--- config.mk ---
export PLATFORM = sky130hd
export DESIGN_NAME = lifo_stack
export DESIGN_NICKNAME = d
export VERILOG_FILES = /design/src/rtl/lifo_stack.sv
export SDC_FILE = /design/constraint.sdc
export NUM_CORES = 1
export LEC_CHECK = 0
export ABC_AREA = 1
export BUFFER_PORTS_ARGS = -buffer_cell sky130_fd_sc_hd__buf_2
export CORE_MARGIN = 2
export CORE_UTILIZATION = 55
export DETAILED_ROUTE_END_ITERATION = 12
export GPL_TIMING_DRIVEN = 1
export PLACE_DENSITY_LB_ADDON = 0.25
export SYNTH_ARGS = -nofsm -noshare
export SYNTH_HDL_FRONTEND = slang
export SYNTH_SLANG_ARGS = --single-unit
--- constraint.sdc ---
create_clock -name clk -period 2.35 [get_ports clk]
set_input_delay 0.235 -clock clk [delete_from_list [all_inputs] [get_ports clk]]
set_output_delay 0.235 -clock clk [all_outputs]
set_load 0.02 [all_outputs]
--- src/rtl/lifo_stack.sv ---
// Parametrised LIFO stack with push/pop strobes, top-of-stack peek and occupancy count.
// Define LIFO_STACK_ERR_EN to build sticky overflow/underflow flags cleared by err_clr.
module lifo_stack #(
  parameter int WIDTH       = 4,
  parameter int DEPTH       = 8,
  parameter int AFULL_LEVEL = DEPTH - 2,
  parameter int CW          = $clog2(DEPTH + 1)
) (
  input  logic             clk,
  input  logic             rst_n,
  input  logic             push,
  input  logic             pop,
  input  logic [WIDTH-1:0] data_in,
  input  logic             err_clr,
  output logic [WIDTH-1:0] data_out,
  output logic             valid_out,
  output logic [WIDTH-1:0] top,
  output logic [CW-1:0]    count,
  output logic             full,
  output logic             empty,
  output logic             almost_full,
  output logic             overflow,
  output logic             underflow
);

  localparam int AW = (DEPTH > 1) ? $clog2(DEPTH) : 1;

  logic [WIDTH-1:0] mem [DEPTH];
  logic [AW-1:0]    top_idx;
  logic [AW-1:0]    wr_idx;

  assign top_idx     = AW'(count - CW'(1));
  assign wr_idx      = AW'(count);
  assign full        = (count == CW'(DEPTH));
  assign empty       = (count == '0);
  assign almost_full = (count >= CW'(AFULL_LEVEL));
  assign top         = empty ? '0 : mem[top_idx];

  // Storage carries no reset; count alone decides which entries are live.
  always_ff @(posedge clk) begin
    if (push && pop && !empty) begin
      mem[top_idx] <= data_in;
    end else if (push && !pop && !full) begin
      mem[wr_idx] <= data_in;
    end
  end

  always_ff @(posedge clk or negedge rst_n) begin
    if (!rst_n) begin
      count     <= '0;
      data_out  <= '0;
      valid_out <= 1'b0;
    end else begin
      valid_out <= 1'b0;
      if (pop) begin
        if (!empty) begin
          data_out  <= mem[top_idx];
          valid_out <= 1'b1;
          if (!push) begin
            count <= count - CW'(1);
          end
        end else if (push) begin
          // Empty bypass: the pushed word goes straight out, stack stays empty.
          data_out  <= data_in;
          valid_out <= 1'b1;
        end
      end else if (push && !full) begin
        count <= count + CW'(1);
      end
    end
  end

`ifdef LIFO_STACK_ERR_EN
  logic ovf_event;
  logic unf_event;

  assign ovf_event = push && !pop && full;
  assign unf_event = pop && !push && empty;

  // A same-cycle error event overrides err_clr.
  always_ff @(posedge clk or negedge rst_n) begin
    if (!rst_n) begin
      overflow  <= 1'b0;
      underflow <= 1'b0;
    end else begin
      if (ovf_event) begin
        overflow <= 1'b1;
      end else if (err_clr) begin
        overflow <= 1'b0;
      end
      if (unf_event) begin
        underflow <= 1'b1;
      end else if (err_clr) begin
        underflow <= 1'b0;
      end
    end
  end
`else
  logic err_clr_unused;

  assign err_clr_unused = err_clr;
  assign overflow       = 1'b0;
  assign underflow      = 1'b0;
`endif

endmodule

# Yosys cells after proc, flatten, opt, wreduce, memory -nomap -nowiden
# Memory sizes are Yosys's and may differ from the RTL's.
# Index checks and enable logic that the tools add are counted.
word_totals:
  ff_bits: 9
  rom_bits: 0
  output_inout_bits: 18
  input_bits: 9
  word_cells: 42
  ram_bits: 32
  memories: 1
  latchBits: 0
memory_table:
  columns: ["name", "depth", "word_bits", "read_ports", "rd_ports_with_merged_regs", "wr", "line_no", "rtl"]
  rows:
  - ["mem", 8, 4, 1, 0, 1, "28", "logic [WIDTH-1:0] mem [DEPTH];"]
classes:
  div: 0
  n_addsub: 2
  mul: 0
  n_eq_ne: 4
  n_bitwise: 0
  n_shift: 0
  reduce_logical: 13
  order_cmp: 1
  muxes: 18
ops:
  columns: ["operator", "count"]
  rows:
  - ["2-to-1 mux 4 bit", 8]
  - ["2-to-1 mux 1 bit", 9]
  - ["!= test 2 bit, second input constant", 3]
  - ["logical AND 1 bit", 5]
  - ["adder 4 x 1 -> 4 bit, second input constant", 1]
  - ["equality test 4 bit, second input constant", 1]
  - [">= comparator 4 x 3 -> 1 bit, second input constant", 1]
  - ["zero test 4 bit", 1]
  - ["OR reduction 4 bit", 1]
  - ["subtractor 4 x 1 -> 4 bit, second input constant", 1]
  - ["zero test 1 bit", 3]
  - ["2-to-1 mux 3 bit", 1]
  - ["AND reduction 3 bit", 1]
  - ["AND reduction 2 bit", 1]
  - ["nonzero test 2 bit", 1]

# Depth between registers and ports, before layout
depth:
  depth_word: 8
  depth_mapped: 10

# Worst setup path after synthesis
# No wires, ideal clock.
synth_timing:
  path_type: "reg2reg"
  startpoint: "register count[0]"
  endpoint: "memory mem[0][0] (enable)"
  arrival_time_ps: 1922
  path_stages_with_launch: 9
  setup_slack_ps: 98
  path_buffers: 1
  cell_sequence: "dfrtp_1 > inv_2 > buf_2 > ha_1 > nand2_1 > nor2_1 > o31ai_1 > nand2_1 > nor2_1"
synth_lines:
  columns: ["element", "line_no", "rtl"]
  rows:
  - ["start: declaration", "18", "output logic [CW-1:0] count,"]
  - ["start signal: assignment", "60", "count <= count - CW'(1);"]
  - ["start signal: assignment", "68", "count <= count + CW'(1);"]
  - ["zero test 4 bit *", "35", "assign empty = (count == '0);"]
  - ["net empty", "20", "output logic empty,"]
  - ["zero test 1 bit *", null, null]
  - ["logical AND 1 bit *", "41", "if (push && pop && !empty) begin"]
  - ["2-to-1 mux 1 bit", "41", null]
  - ["2-to-1 mux 1 bit (implied by the code)", "44", "mem[wr_idx] <= data_in;"]
  - ["OR reduction 4 bit (no source line)", null, null]
  - ["2-to-1 mux 3 bit (no source line) or 2-to-1 mux 1 bit (tied branches)", null, null]
  - ["end: declaration", "28", null]
# Mark *: on every way through the listed nets, which the timed path passes. The rest lies on a longest branch.

# Final worst setup path
layout_timing:
  startpoint: "register count[1]"
  endpoint: "output port top[3]"
layout_via:
  elab_chain_len: 3
layout_rtl:
  columns: ["element", "line_no", "rtl"]
  rows:
  - ["subtractor 4 x 1 -> 4 bit", null, null]
  - ["memory read (8 x 4 bit)", null, null]
  - ["2-to-1 mux 4 bit *", "37", "assign top = empty ? '0 : mem[top_idx];"]
  - ["end: declaration", "17", "output logic [WIDTH-1:0] top,"]
# Every way passes the cells marked *; elsewhere a longest branch is shown, timed or not.

==> flow_summary.ini <==
[worst_setup_path]
start_kind = register
critPathRequiredTime_ps = 2120
cp.arrival_ps = 1890
end_kind = primary output
critical_path_class = reg -> out
crit_fanout = 9

[power_and_ir_drop]
leakage_nw = 1.087
ir_worst_vdd_mv = 0.6853
finalPower_w = 0.003475
power_density_mw_per_mm2 = 1485

[sta]
fin_skew_ps = 9.179
hold_slack_ps = 268.9
period_needed_ps = 2127
timing_hold_violations_final = 0
setup_violations = 0
maxSlewViolCount = 0
fmax_ghz = 0.4701
setup-tns-final_ps = 0
rsz0062_at_grt = false
post-route-period-util_pct = 90.52

[die]
die_h_um = 64.86
ios = 27
die_w_um = 64.86
fp-row-count = 22
core_sq_mm = 0.003606
start_util_pct = 56.49
die_area_sq_mm = 0.004206

[synth]
synth_top_family_by_area = simple AND/OR/NAND/NOR gates
postSynthCellCount = 218
yosysSeqAreaShare_pct = 58.23
synth-adder-area-share_pct = 1.843
synth_compound_area_share_pct = 4.914
synth_area_leader_cell = edfxtp_1
synth_seq_cells = 41
avgSynthCellArea_sq_um = 9.344
synth_cell_types = 27
ys_warn_count = 0
muxShareOfSynthArea_pct = 0
synthSimpleGateAreaFrac_pct = 22.54
ys_top_cells_by_area = edfxtp_1, dfrtp_1, nand2_1
netlist_area_sq_mm = 0.002037
synth_xor_area_share_pct = 2.948
synth_top_cell_area_share_pct = 47.17

[place]
place.gp.congestion = 0.8619
portBuffers = 23
dp_hpwl_um = 2849

[detailed_routing]
vias = 1458
firstDrtPassIters = 4
wire_per_inst_um = 12.76
viasPerCell = 4.909
drc = 0
wirelength_um = 3790
drtAntennaViolNets = 0
drtIter0Drc = 125

[hold_path]
min-delay-path-class = in -> reg

[grt]
overflow = 0
grt_antenna_before_repair = 0
grt_max_degree = 22
grt_pass1_wl_um = 6313
grt_use_total_pct = 20.74
grt_pass1_vias = 1392

[cells_and_area]
final_nets = 261
drive_gt1_share_pct = 19.68
antennaDiodeCount = 0
area_delta_synth_final_pct = 14.86

[clock_tree]
insertion_delay_ps = 290
cts_setup_buffers = 0
cts-root-buf = clkbuf_8
cts_buffers = 5
clock-sinks = 41
cts_tree = done
htreeDepth = 2
path_clk_slew_ps = 70
max-clock-path-buffers = 2

[run]
timing.max_cap.violations = 0

[outcome]
status = complete, no violations
==> Yosys cell counts <==
cell      number
edfxtp_1      32
clkinv_1       1
clkbuf_1       1
nor2_1        16
nand4_1        1
xor2_2         1
o21ai_0        4
and2_1         1
buf_4          3
xor2_1         4
nand3_2        2
nand2_1       54
xnor2_1        1
nand3_1       28
nand3_4        1
buf_2          3
o31ai_1        1
conb_1         1
dfrtp_1        9
nand2_2        1
ha_1           3
a21oi_1        8
inv_1         35
inv_2          2
o21ai_2        3
o22ai_1        1
inv_4          1
==> area by class of cell <==
class	instances	area, sq um
Clock buffer	5	68.82
Timing Repair Buffer	30	170.2
Sequential cell	41	1186
Tap cell	48	60.06
Clock inverter	2	35.03
Fill cell	309	1266
Inverter	39	152.6
Multi-Input combinational cell	132	666.9
==> layer usage <==
layer	track usage (%)	routed length [um]
met4	7.181	72
met1	26.41	1695
met5	0	0
met3	4.688	198
met2	34.92	1823
==> cell families (layout without fill, tap and decap cells) <==
| logic type | after synthesis | count (layout) |
|---|---|---|
| simple gates | 104 | 104 |
| flops | 41 | 41 |
| other cells | 1 | 2 |
| fa+ha+maj | 3 | 3 |
| xor+xnor | 6 | 6 |
| buf+inv | 46 | 76 |
| compound gates | 17 | 17 |
==> worst max-delay path, cell delays in order, from the launching register on <==
cell	delay [ps]
dfrtp_1	350
inv_1	70
ha_2	420
clkinvlp_4	200
nand3_1	130
nand3_1	100
nand3_1	140
inv_1	40
buf_2	150
==> state kept, by name, indices dropped and copies added (netlist names) <==
name / cells
mem: 32
count: 4
valid_out: 1
data_out: 4
==> cell usage in the layout (no fill, tap or decap), drive strengths merged <==
cell,n
nand2,55
inv,38
edfxtp,32
nand3,31
buf,29
nor2,16
dfrtp,9
a21oi,8
o21ai,7
clkbuf,5
xor2,5
ha,3
conb,2
clkinvlp,1
xnor2,1
o31ai,1
o22ai,1
nand4,1
and2,1
bufinv,1
clkinv,1
dlygate4sd3,1
==> worst paths after layout <==
check	start	end	slack [ps]	cells after the start
setup / recovery	count[1]	top[3]	220	8
max in group asynchronous	rst_n	data_out[0]	1850	2
hold reg to reg	data_out[3]	data_out[3]	550	2
hold / removal	data_in[2]	mem[3][2]	270	1
min in group asynchronous	rst_n	count[3]	320	2
setup reg to reg	count[1]	mem[5][0]	370	7
==> repair_timing <==
action / in CTS / in global routing
hold buffers: 1 / 0
setup endpoints to repair: 0 / 4
hold endpoints to repair: 9 / 0
gates resized for setup: 0 / 2
==> where the power goes <==
| part | switching [W] | internal, W | total [W] |
|---|---|---|---|
| sequential | 0.0000773 | 0.000968 | 0.00105 |
| combinational | 0.00127 | 0.000636 | 0.00191 |
| clock | 0.000215 | 0.000308 | 0.000523 |
==> metrics by stage <==
stage	area, sq um	util, %	cells	worst slack [ps]
2_1_floorplan	2041	-	219	98.34
3_3_place_gp	2220	61.55	289	358.9
3_5_place_dp	2220	61.55	289	320.0
4_1_cts	2333	64.71	297	112.6
5_1_grt	2340	64.89	297	46.55
6_report	2340	64.89	297	222.8
No activity file was read; power rests on OpenSTA's default activity.
